[src/rtl/ddr_serializer_tx.sv]
// Word-to-pair serializer feeding an ODDR: shifts out one parallel word as
// WORD_W/2 bit pairs, LSB first, with a one-word holding buffer and idle fill.
module ddr_serializer_tx #(
    parameter int                WORD_W    = 10,
    parameter logic [WORD_W-1:0] IDLE_WORD = 10'b1101010100,
    parameter int                CNT_W     = 16
) (
    input  logic              clk,
    input  logic              resetn,
    input  logic [WORD_W-1:0] din,
    input  logic              din_valid,
    output logic              din_ready,
    output logic [1:0]        q,
    output logic              word_start,
    output logic              underflow,
    output logic [CNT_W-1:0]  underflow_cnt
);

    localparam int            P      = WORD_W / 2;
    localparam int            PW     = (P > 1) ? $clog2(P) : 1;
    localparam logic [PW-1:0] P_LAST = PW'(P - 1);

    logic [PW-1:0]     p_q, p_d;
    logic [WORD_W-1:0] cur_q, cur_d;
    logic [WORD_W-1:0] hold_q, hold_d;
    logic              hold_v_q, hold_v_d;
    logic [1:0]        q_q, q_d;
    logic              word_start_q, word_start_d;
    logic              underflow_q, underflow_d;
    logic [CNT_W-1:0]  underflow_cnt_q, underflow_cnt_d;

    logic wrap;
    logic accept;

    // NOTE: every signal gets a default before any branch so no latch is inferred.
    always_comb begin
        wrap      = (p_q == P_LAST);
        // The hold slot frees up at the wrap, so a new word can land there in the same cycle.
        din_ready = !hold_v_q || wrap;
        accept    = din_valid && din_ready;

        p_d             = wrap ? '0 : p_q + 1'b1;
        cur_d           = cur_q;
        hold_d          = hold_q;
        hold_v_d        = hold_v_q;
        q_d             = cur_q[{p_q, 1'b0} +: 2];
        word_start_d    = (p_q == '0);
        underflow_d     = 1'b0;
        underflow_cnt_d = underflow_cnt_q;

        if (wrap) begin
            if (hold_v_q) begin
                cur_d = hold_q;
                if (accept) begin
                    hold_d = din;
                end else begin
                    hold_v_d = 1'b0;
                end
            end else if (accept) begin
                cur_d = din;
            end else begin
                cur_d       = IDLE_WORD;
                underflow_d = 1'b1;
                if (underflow_cnt_q != {CNT_W{1'b1}}) begin
                    underflow_cnt_d = underflow_cnt_q + 1'b1;
                end
            end
        end else if (accept) begin
            hold_d   = din;
            hold_v_d = 1'b1;
        end
    end

    // NOTE: sequential state uses non-blocking assignments only, so every flop
    // samples the pre-edge values regardless of statement order.
    always_ff @(posedge clk) begin
        if (!resetn) begin
            p_q             <= '0;
            cur_q           <= IDLE_WORD;
            hold_q          <= '0;
            hold_v_q        <= 1'b0;
            q_q             <= 2'b00;
            word_start_q    <= 1'b0;
            underflow_q     <= 1'b0;
            underflow_cnt_q <= '0;
        end else begin
            p_q             <= p_d;
            cur_q           <= cur_d;
            hold_q          <= hold_d;
            hold_v_q        <= hold_v_d;
            q_q             <= q_d;
            word_start_q    <= word_start_d;
            underflow_q     <= underflow_d;
            underflow_cnt_q <= underflow_cnt_d;
        end
    end

    assign q             = q_q;
    assign word_start    = word_start_q;
    assign underflow     = underflow_q;
    assign underflow_cnt = underflow_cnt_q;

endmodule

[config.mk]
export PLATFORM = sky130hd
export DESIGN_NAME = ddr_serializer_tx
export DESIGN_NICKNAME = d
export VERILOG_FILES = /design/src/rtl/ddr_serializer_tx.sv
export SDC_FILE = /design/constraint.sdc
export NUM_CORES = 1
export LEC_CHECK = 0
export CAP_MARGIN = 20
export CORE_MARGIN = 2
export CORE_UTILIZATION = 40
export CTS_CLUSTER_SIZE = 14
export DETAILED_ROUTE_END_ITERATION = 6
export GPL_TIMING_DRIVEN = 0
export MAX_ROUTING_LAYER = met4
export PLACE_DENSITY = 0.65
export SYNTH_ARGS = -nofsm -noshare
export SYNTH_HDL_FRONTEND = slang
export SYNTH_SLANG_ARGS = --single-unit
[constraint.sdc]
create_clock -name clk -period 2 [get_ports clk]
set_clock_uncertainty 0.2 [all_clocks]
set_input_delay 0.3 -clock clk [delete_from_list [all_inputs] [get_ports clk]]
set_output_delay 0.3 -clock clk [all_outputs]
set_load 0.02 [all_outputs]
Word level (Yosys, flattened, before mapping)
Cells that the tools add are included.
Word-level totals
  bits in registers: 44
  output and inout bits: 21
  input bits: 13
Cells by class
  equal/unequal tests: 3
  shifts and indexed selects: 1
  reduce and logical (&&, ||, !) cells: 8
  bitwise operators: 4
  multiplexer cells: 10
  add/sub/neg operators: 2
Operators with widths (number)
  $mux 10: 5
  $add 16x1->16 const B: 1
  $ne 16x16->1 const B: 1
  $shiftx 10x5->2: 1
  $mux 1: 5
  $not 1->1: 4
  $reduce_and 4->1: 1
  $add 3x1->3 const B: 1
  $eq 3x3->1 const B: 1
  $logic_not 3->1: 1
  $reduce_or 3->1: 1
  $ne 2x2->1 const B: 1
  $reduce_bool 2->1: 1
  $reduce_or 2->1: 1
  $logic_and 1x1->1: 1
  $logic_not 1->1: 1
  $logic_or 1x1->1: 1

Depth between registers and ports, before layout
Gate-level depths: netlist of the first run.
  word-level depth: 6
  depth in mapped cells: 8
  mapped depth without buffers: 6

Worst setup path before layout of the first run
OpenSTA, ideal clock, no wires.
  path type: register to register
  start point: register underflow_cnt_q[0] (netlist: underflow_cnt[0])
  end point: register underflow_cnt_q[10] (netlist: underflow_cnt[10])
  setup slack: -0.145 ns
  arrival: 1.875 ns
  required time: 1.730 ns
  buffers on the path: 0
  clock period less this slack: 2.145 ns
  cell stages (with the launch flop): 6
  cell sequence: dfxtp_1 ha_1 nand4_1 or3_4 or4_1 a21oi_1
On the way
  cells in the longest elaborated chain, start to end: 2
  elaborated cells between the ends (all ways): 3
  classes of those cells: 1 x add/sub; 1 x eq/ne; 1 x reduce/logical
RTL lines
  start: declaration: line 30  | logic [CNT_W-1:0] underflow_cnt_q, underflow_cnt_d;
  start signal: assignment: line 94  | underflow_cnt_q <= underflow_cnt_d;
  parallel branches: the longest is 2 deep, another holds $add 16x1->16
Several ways; the timed one is not identified.
A chain may end at the register's enable or synchronous reset.

Final worst setup path of the first run
  start point: register p_q[0]
  end point: register underflow_cnt_q[10] (netlist: underflow_cnt[10])
On the way
  cells in the longest elaborated chain, start to end: 5
RTL lines
  start: declaration: line 23  | logic [PW-1:0] p_q, p_d;
  start signal: assignment: line 87  | p_q <= p_d;
  $eq 3x3->1 (*): line 37  | wrap = (p_q == P_LAST);
  $logic_or 1x1->1: line 39  | din_ready = !hold_v_q || wrap;
  $logic_and 1x1->1: line 40  | accept = din_valid && din_ready;
  $not 1->1 (no source line)
  $reduce_and 4->1 (no source line) (*)
Every way passes the cells marked *; elsewhere a longest branch is shown, timed or not.

==> qor.txt, run 1 <==
SYNTH
--------------------------------------------------------------------------------------------------
Share of Yosys cell area claimed by the top area cell type ..........................        43.6%
Most numerous cell types in the synthesized netlist ................................. 44 x sky130_fd_sc_hd__dfxtp_1, 31 x sky130_fd_sc_hd__nor2_1, 21 x sky130_fd_sc_hd__a21oi_1, 19 x sky130_fd_sc_hd__nand2_1
Ranking of synthesized cells by area ................................................ sky130_fd_sc_hd__dfxtp_1 44%, sky130_fd_sc_hd__mux2i_1 6.0%, sky130_fd_sc_hd__nor2_1 5.8%
Flip-flop and latch count after synthesis ...........................................           44
Number of different library cells in the post-synthesis netlist .....................           33
Post-synthesis instance total .......................................................          237
Async SR Flop Fraction ..............................................................           0%
Most used standard cell by instance count after synthesis ........................... sky130_fd_sc_hd__dfxtp_1
Cell type with the highest aggregate area in the netlist ............................ sky130_fd_sc_hd__dfxtp_1
Flip-flop cell with the highest count after synthesis ............................... sky130_fd_sc_hd__dfxtp_1
Count of flip-flops with a built-in enable after synthesis ..........................            0
Netlist area before placement .......................................................     2020 µm²
Mean instance size in the synthesized netlist .......................................     8.52 µm²
Synthesized netlist net count .......................................................          253
Count of synthesis-stage warnings from yosys ........................................            0
Sequential cell area fraction in the yosys report ...................................        43.6%

POWER AND IR DROP
--------------------------------------------------------------------------------------------------
Internal power ......................................................................      1.32 mW
Combinational share of power ........................................................        12.8%
Power spent charging and discharging nets ...........................................       419 µW
Power density normalized to cell area ...............................................   638 nW/µm²
Switching share of power ............................................................        24.1%
Worst IR drop on VDD ................................................................   0.000380 V
LEAKAGE .............................................................................     0.985 nW
Proportion of power drawn by flip-flops and latches .................................        53.1%
Clock network fraction of design power ..............................................        34.1%

WORST SETUP PATH
--------------------------------------------------------------------------------------------------
Arrival time at the worst endpoint ..................................................      2040 ps
Combined buffer and inverter count along the critical path ..........................            2
Series of cell instances along the critical path .................................... inv_2 > ha_4 > nand4bb_1 > buf_6 > or3_4 > or4_4 > a21oi_2
Critical Path Max Stage Delay .......................................................       420 ps
Crit start category .................................................................         flop
Largest fanout on the critical path .................................................            5
Data required, critical path ........................................................      2030 ps
Top delay family on crit path ....................................................... simple AND/OR/NAND/NOR gates
Worst path slowest cell ............................................................. sky130_fd_sc_hd__or4_4
Category of the most critical setup path ............................................ flop to flop
Worst Setup End Kind ................................................................         flop

CELLS AND AREA
--------------------------------------------------------------------------------------------------
Final design instance area without fill .............................................     2730 µm²
N_diodes ............................................................................            0
Net total in the final layout .......................................................          305
Final core utilization ..............................................................        57.0%
Number of fill cells ................................................................          449
Layout area overhead ................................................................        35.2%
Fraction of final layout cells with drive strength greater than 1 ...................        17.3%
Multi-input logic area ..............................................................     1100 µm²
Sequential Area .....................................................................      901 µm²

PLACE
--------------------------------------------------------------------------------------------------
Final weighted congestion in routability-driven placement ...........................        0.783
Post-placement cell area ............................................................     2460 µm²
Pre-CTS worst setup slack ...........................................................      -476 ps
Post-detailed-placement half-perimeter wirelength ...................................      3200 µm
Count of input and output buffers ...................................................           33

STA
--------------------------------------------------------------------------------------------------
Final setup violation count .........................................................            1
Shortest clock period the worst path allows after layout ............................      2010 ps
Highest Clock Rate ..................................................................      497 MHz
Setup repair after global routing missed its margin .................................         true
Final period utilization ............................................................         101%
Pin slew with the least headroom to its limit .......................................       624 ps
Final hold violations ...............................................................            0
Number of max-slew violations in the final report ...................................            0
Headroom to the max-slew limit ......................................................        58.4%
PnR worst setup slack ...............................................................     -11.8 ps
Final-layout setup total negative slack .............................................     -11.8 ps

DRT
--------------------------------------------------------------------------------------------------
Routed Wire Length ..................................................................      4880 µm
Vias per cell .......................................................................         5.28
Post-detailed-route wirelength per cell .............................................      13.7 µm
Iteration-0 DRC count of the detailed router ........................................          159
Total number of vias ................................................................         1878
DRC Markers .........................................................................            0
Post-route antenna net violation count ..............................................            0
Pre-Repair DR Iteration Count .......................................................            4

JOB
--------------------------------------------------------------------------------------------------
Number of maximum-capacitance violations ............................................            0

CLOCK NETWORK
--------------------------------------------------------------------------------------------------
TritonCTS clock tree ................................................................         done
Maximum count of clock buffers along a single path ..................................            2
CTS Hold Bufs .......................................................................            0
H-Tree Level Count ..................................................................            2
Clock sink count ....................................................................           44
Clock root buffer master ............................................................ sky130_fd_sc_hd__clkbuf_8
Clock transition time at the flip-flop clock pins of the worst setup and hold paths .        80 ps
Worst skew pair latency .............................................................       300 ps
Clock buffers created by TritonCTS ..................................................            5

FLOORPLAN
--------------------------------------------------------------------------------------------------
Number of top-level pins ............................................................           34
Die extent in y .....................................................................      75.0 µm
Initial Util ........................................................................        42.2%
Core footprint ......................................................................     4790 µm²
Total die area ......................................................................     5630 µm²
Num rows ............................................................................           25
Chip width ..........................................................................      75.0 µm

GLOBAL ROUTE
--------------------------------------------------------------------------------------------------
Largest net degree at the start of global routing ...................................           13
Via count of the first global-routing pass ..........................................         1726
Global Route Usage Sum ..............................................................        19.3%
Wire length of the first global-routing pass ........................................      8020 µm
GR Overflow Total ...................................................................            0
Number of antenna violations at the first check in global routing ...................            0

OUTCOME
--------------------------------------------------------------------------------------------------
Run status .......................................................................... finished with violations
Failing checks ...................................................................... setup timing

HOLD PATH
--------------------------------------------------------------------------------------------------
Hold crit path type ................................................................. flop to flop

==> placed cells by master, fill, tap and decap left out, drive strengths merged, types with 2 or more instances in the layout <==
cell type	count
a211oi	7
a21oi	21
a221oi	5
and3	3
and4	2
buf	18
clkbuf	17
clkdlybuf4s50	31
dfxtp	44
dlygate4sd2	2
ha	3
inv	12
mux2i	12
mux4	2
nand2	19
nand2b	3
nand3	7
nand3b	2
nand4	7
nor2	31
nor3	8
nor4	4
o21ai	4
o31ai	8
or3	4
or4	7
==> sequential cells by signal (all words and copies together) (netlist names) <==
name           flops
underflow_cnt     16
hold_q            10
underflow          1
p_q                3
word_start         1
q                  2
hold_v_q           1
cur_q             10
==> cell families after synthesis <==
| group | count (synthesis) | share of synthesized area (%) |
|---|---|---|
| AOI/OAI and AO/OA | 47 | 14.9 |
| adders and majority gates | 3 | 1.86 |
| buffers and inverters | 29 | 5.89 |
| DFF | 44 | 43.6 |
| muxes | 14 | 8.18 |
| and+or+nand+nor | 100 | 25.5 |
==> worst register-to-register path: stages, from the launching register on <==
cell and delay, ps:
sky130_fd_sc_hd__dfxtp_4 350, sky130_fd_sc_hd__inv_2 60, sky130_fd_sc_hd__ha_4 150, sky130_fd_sc_hd__nand4bb_1 140, sky130_fd_sc_hd__buf_6 160, sky130_fd_sc_hd__or3_4 330
sky130_fd_sc_hd__or4_4 420, sky130_fd_sc_hd__a21oi_2 120
==> what timing repair did <==
| action | CTS | global route |
|---|---|---|
| resized for setup | 13 | 15 |
| endpoints found under the setup margin | 16 | 16 |
| buffers inserted | 10 | 1 |
| gates cloned | 1 | 1 |
| pin swaps | 5 | 5 |
==> power groups by stage <==
stage / Clock (mW) / Combinational (mW) / Sequential [mW]
final: 0.593 / 0.223 / 0.924
after global routing: 0.648 / 0.251 / 0.928
after CTS: 0.608 / 0.223 / 0.924
after detailed placement: 0 / 0.206 / 0.954
after global placement: 0 / 0.203 / 0.953
after floorplan: 0 / 0.129 / 0.955
==> path summary, 6_finish.rpt <==
| path | to | start | slack, ps | cells past startpoint |
|---|---|---|---|---|
| worst max-delay path | underflow_cnt[10]$_SDFFE_PN0P_ | p_q[0]$_SDFF_PP0_ | -10 | 7 |
| worst max register to register | underflow_cnt[10]$_SDFFE_PN0P_ | p_q[0]$_SDFF_PP0_ | -10 | 7 |
| worst min-delay path | cur_q[6]$_SDFFE_PN1P_ | cur_q[6]$_SDFFE_PN1P_ | 270 | 2 |
| worst min register to register | cur_q[6]$_SDFFE_PN1P_ | cur_q[6]$_SDFFE_PN1P_ | 270 | 2 |
==> metal layers <==
metal	GRT usage [%]	vias to the layer above	share of wire (%)
li1	-	956	-
met1	26.6	874	49
met2	26.9	44	45
met3	5.22	4	4.4
met4	7.34	0	0.94
met5	-	-	0
==> metrics by stage <==
stage,power (mW),instances,hold slack [ps]
after CTS,1.75,354,275
after global placement,1.16,337,250
after global routing,1.83,356,289
after detailed placement,1.16,337,255
final,1.74,356,275
after floorplan,1.08,237,232
==> final cells by class <==
cell class / instances / area share (%)
plain buffers: 15 / 2.75
clock buffers: 7 / 3.53
inverters: 13 / 1.79
multi-input cells: 164 / 40.4
flip-flops and latches: 44 / 33.0
well taps: 67 / 3.07
repair buffers: 46 / 15.4
No activity file was read; power rests on OpenSTA's default activity.
==> run 2: changes to the inputs <==
- ABC_AREA: not set -> 1
- PLACE_DENSITY: 0.65 -> not set
- SLEW_MARGIN: not set -> 20
==> run 2 against run 1 <==
Compared with the run above:
- the run now ends clean
- die area up 5.7%
- synthesized cell count increased by 24%
- non-clock buffer count shrank 11
- combinational power increased by 31%
- worst setup slack better by 93 ps
==> qor.txt, run 2 <==
CELLS AND AREA
--------------------------------------------------------------------------------------------------
Filler-free cell count of the finished design .......................................          411
Final design instance area without fill .............................................     2820 µm²
Net total in the final layout .......................................................          356
Sequential Area .....................................................................      887 µm²
N_diodes ............................................................................            0
Fraction of final layout cells with drive strength greater than 1 ...................        16.1%
Commonest non-fill, non-tap cell in the layout ...................................... sky130_fd_sc_hd__nand2_1
Layout area overhead ................................................................        31.6%
Multi-input logic area ..............................................................     1140 µm²
Number of fill cells ................................................................          544
Commonest cells after routing, fill and taps aside .................................. 56 x sky130_fd_sc_hd__nand2_1, 41 x sky130_fd_sc_hd__dfxtp_1, 40 x sky130_fd_sc_hd__a21oi_1
Final core utilization ..............................................................        54.8%
Flip-flop count of the largest register after layout ................................           16

STA
--------------------------------------------------------------------------------------------------
PnR worst setup slack ...............................................................      81.1 ps
Shortest clock period the worst path allows after layout ............................      1920 ps
Headroom to the max-slew limit ......................................................        66.0%
Final hold violations ...............................................................            0
Final period utilization ............................................................        95.9%
Post-Route Hold Slack ...............................................................       249 ps
Final-layout setup total negative slack .............................................         0 ps
Number of max-slew violations in the final report ...................................            0
Pin slew with the least headroom to its limit .......................................       509 ps
Highest Clock Rate ..................................................................      521 MHz
Final setup violation count .........................................................            0
Setup repair after global routing missed its margin .................................        false

GLOBAL ROUTE
--------------------------------------------------------------------------------------------------
Number of antenna violations at the first check in global routing ...................            0
GR Overflow Total ...................................................................            0
Largest net degree at the start of global routing ...................................           15
Wire length of the first global-routing pass ........................................      8700 µm
Global Route Usage Sum ..............................................................        18.6%
Via count of the first global-routing pass ..........................................         1865

CLOCK NETWORK
--------------------------------------------------------------------------------------------------
Clock sink count ....................................................................           44
CTS Hold Bufs .......................................................................            0
H-Tree Level Count ..................................................................            2
Clock buffers created by TritonCTS ..................................................            5
Maximum count of clock buffers along a single path ..................................            2
Worst skew pair latency .............................................................       300 ps
Clock root buffer master ............................................................ sky130_fd_sc_hd__clkbuf_8
Clock transition time at the flip-flop clock pins of the worst setup and hold paths .        80 ps
TritonCTS clock tree ................................................................         done

FLOORPLAN
--------------------------------------------------------------------------------------------------
Core footprint ......................................................................     5140 µm²
Number of top-level pins ............................................................           34
Total die area ......................................................................     5950 µm²
Die extent in y .....................................................................      77.2 µm
Num rows ............................................................................           26
Initial Util ........................................................................        41.7%
Chip width ..........................................................................      77.2 µm

DRT
--------------------------------------------------------------------------------------------------
Pre-Repair DR Iteration Count .......................................................            4
Post-detailed-route wirelength per cell .............................................      12.8 µm
Total number of vias ................................................................         2040
Vias per cell .......................................................................         4.96
Iteration-0 DRC count of the detailed router ........................................           78
Post-route antenna net violation count ..............................................            0
DRC Markers .........................................................................            0
Routed Wire Length ..................................................................      5280 µm

PLACE
--------------------------------------------------------------------------------------------------
Final weighted congestion in routability-driven placement ...........................        0.828
Post-placement cell area ............................................................     2550 µm²
Placed Cells ........................................................................          396
Count of input and output buffers ...................................................           32
Pre-CTS worst setup slack ...........................................................      -456 ps
Post-detailed-placement half-perimeter wirelength ...................................      3870 µm

WORST SETUP PATH
--------------------------------------------------------------------------------------------------
Top delay family on crit path ....................................................... buffers and inverters
Series of cell instances along the critical path .................................... clkdlybuf4s50_1
Worst path slowest cell ............................................................. sky130_fd_sc_hd__clkdlybuf4s50_1
Arrival time at the worst endpoint ..................................................      1420 ps
Largest fanout on the critical path .................................................            7
Category of the most critical setup path ............................................ flop to primary output
Worst Setup End Kind ................................................................ primary output
Beginning of the worst register-to-register path .................................... underflow_cnt[1]$_SDFFE_PN0P_
Critical Path Max Stage Delay .......................................................       650 ps
CP startpoint ....................................................................... underflow_cnt[12]$_SDFFE_PN0P_
Crit start category .................................................................         flop
Combined buffer and inverter count along the critical path ..........................            1
Data required, critical path ........................................................      1500 ps

SYNTH
--------------------------------------------------------------------------------------------------
Synthesized netlist net count .......................................................          310
Number of different library cells in the post-synthesis netlist .....................           29
Most used standard cell by instance count after synthesis ........................... sky130_fd_sc_hd__nand2_1
Flip-flop cell with the highest count after synthesis ............................... sky130_fd_sc_hd__dfxtp_1
Async SR Flop Fraction ..............................................................           0%
Sequential cell area fraction in the yosys report ...................................        41.1%
Mean instance size in the synthesized netlist .......................................     7.28 µm²
Count of synthesis-stage warnings from yosys ........................................            0
Count of flip-flops with a built-in enable after synthesis ..........................            0
Netlist area before placement .......................................................     2140 µm²
Most numerous cell types in the synthesized netlist ................................. 56 x sky130_fd_sc_hd__nand2_1, 44 x sky130_fd_sc_hd__dfxtp_1, 40 x sky130_fd_sc_hd__a21oi_1, 34 x sky130_fd_sc_hd__nor2_1, 25 x sky130_fd_sc_hd__inv_1
Share of Yosys cell area claimed by the top area cell type ..........................        41.1%
Post-synthesis instance total .......................................................          294
Flip-flop and latch count after synthesis ...........................................           44
Ranking of synthesized cells by area ................................................ sky130_fd_sc_hd__dfxtp_1 41%, sky130_fd_sc_hd__nand2_1 9.8%, sky130_fd_sc_hd__a21oi_1 9.4%
Cell type with the highest aggregate area in the netlist ............................ sky130_fd_sc_hd__dfxtp_1

OUTCOME
--------------------------------------------------------------------------------------------------
Run status ..........................................................................    completed

HOLD PATH
--------------------------------------------------------------------------------------------------
Hold crit path type ................................................................. input pin to flop
HP Start ............................................................................    din_valid

POWER AND IR DROP
--------------------------------------------------------------------------------------------------
Power, Total ........................................................................      1.83 mW
Power density normalized to cell area ...............................................   650 nW/µm²
LEAKAGE .............................................................................      1.03 nW
Worst IR drop on VDD ................................................................   0.000374 V

JOB
--------------------------------------------------------------------------------------------------
Number of maximum-capacitance violations ............................................            0

run 2: cell types whose count changed after synthesis, sizes merged, moves of 8 or more:
cell	before	now
a21oi	21	40
inv	12	27
mux2i	12	0
nand2	19	59
nand3	7	30
nor2	31	40
o21ai	4	18
o31ai	8	0
run 2: kinds of logic (layout without fill, tap and decap cells):
logic type	Yosys count	count (layout)	synth area share, %
flip-flops	44	44	41.1
buffers and inverters	39	86	7.89
adder cells (fa/ha/maj)	3	3	1.75
AO/OA/AOI/OAI	66	66	16.4
XOR/XNOR	3	3	1.23
AND/OR/NAND/NOR	139	139	31.6
run 2: final timing paths:
path,to,slack [ps],cells past startpoint
max,underflow_cnt[12],80,1
min reg2reg,hold_q[0]$_SDFFE_PN0P_,270,2
min,cur_q[1]$_SDFFE_PN0P_,250,3
max reg2reg,underflow_cnt[10]$_SDFFE_PN0P_,120,9
run 2: report_power, final:
group	internal [mW]	total [mW]	switching, mW	leakage (nW)
Clock	0.280	0.599	0.319	0.0434
Sequential	0.915	0.941	0.0261	0.359
Combinational	0.128	0.292	0.164	0.632
run 2: per-layer routing:
layer  routed length [µm]  part of all wire [%]  track usage (%)  vias up
met4                   55                   1.0             5.36        0
met3                  233                   4.4             3.88        5
li1                     -                     -                -     1078
met5                    0                     0                -        -
met2                 2190                    42             26.3       44
met1                 2800                    53             26.7      913
run 2: repair_timing:
| item | in CTS | in global routing |
|---|---|---|
| endpoints found under the setup margin | 31 | 21 |
| buffers inserted | 4 | 3 |
| pin swaps | 0 | 4 |
| resized for setup | 20 | 13 |
| cloned | 0 | 2 |
run 2: area by class of cell:
type,instances,share of cell area (%)
multi-input cells,211,40.6
flip-flops and latches,44,31.5
repair buffers,40,14.8
inverters,28,4.26
well taps,70,3.11
clock buffers,6,2.93
plain buffers,10,2.31
clock inverters,2,0.533
==> run 3: changes to the inputs <==
- CAP_MARGIN: 20 -> not set
==> results of run 3 <==
The final DEF is identical to that of run 2; final timing and power are the same.
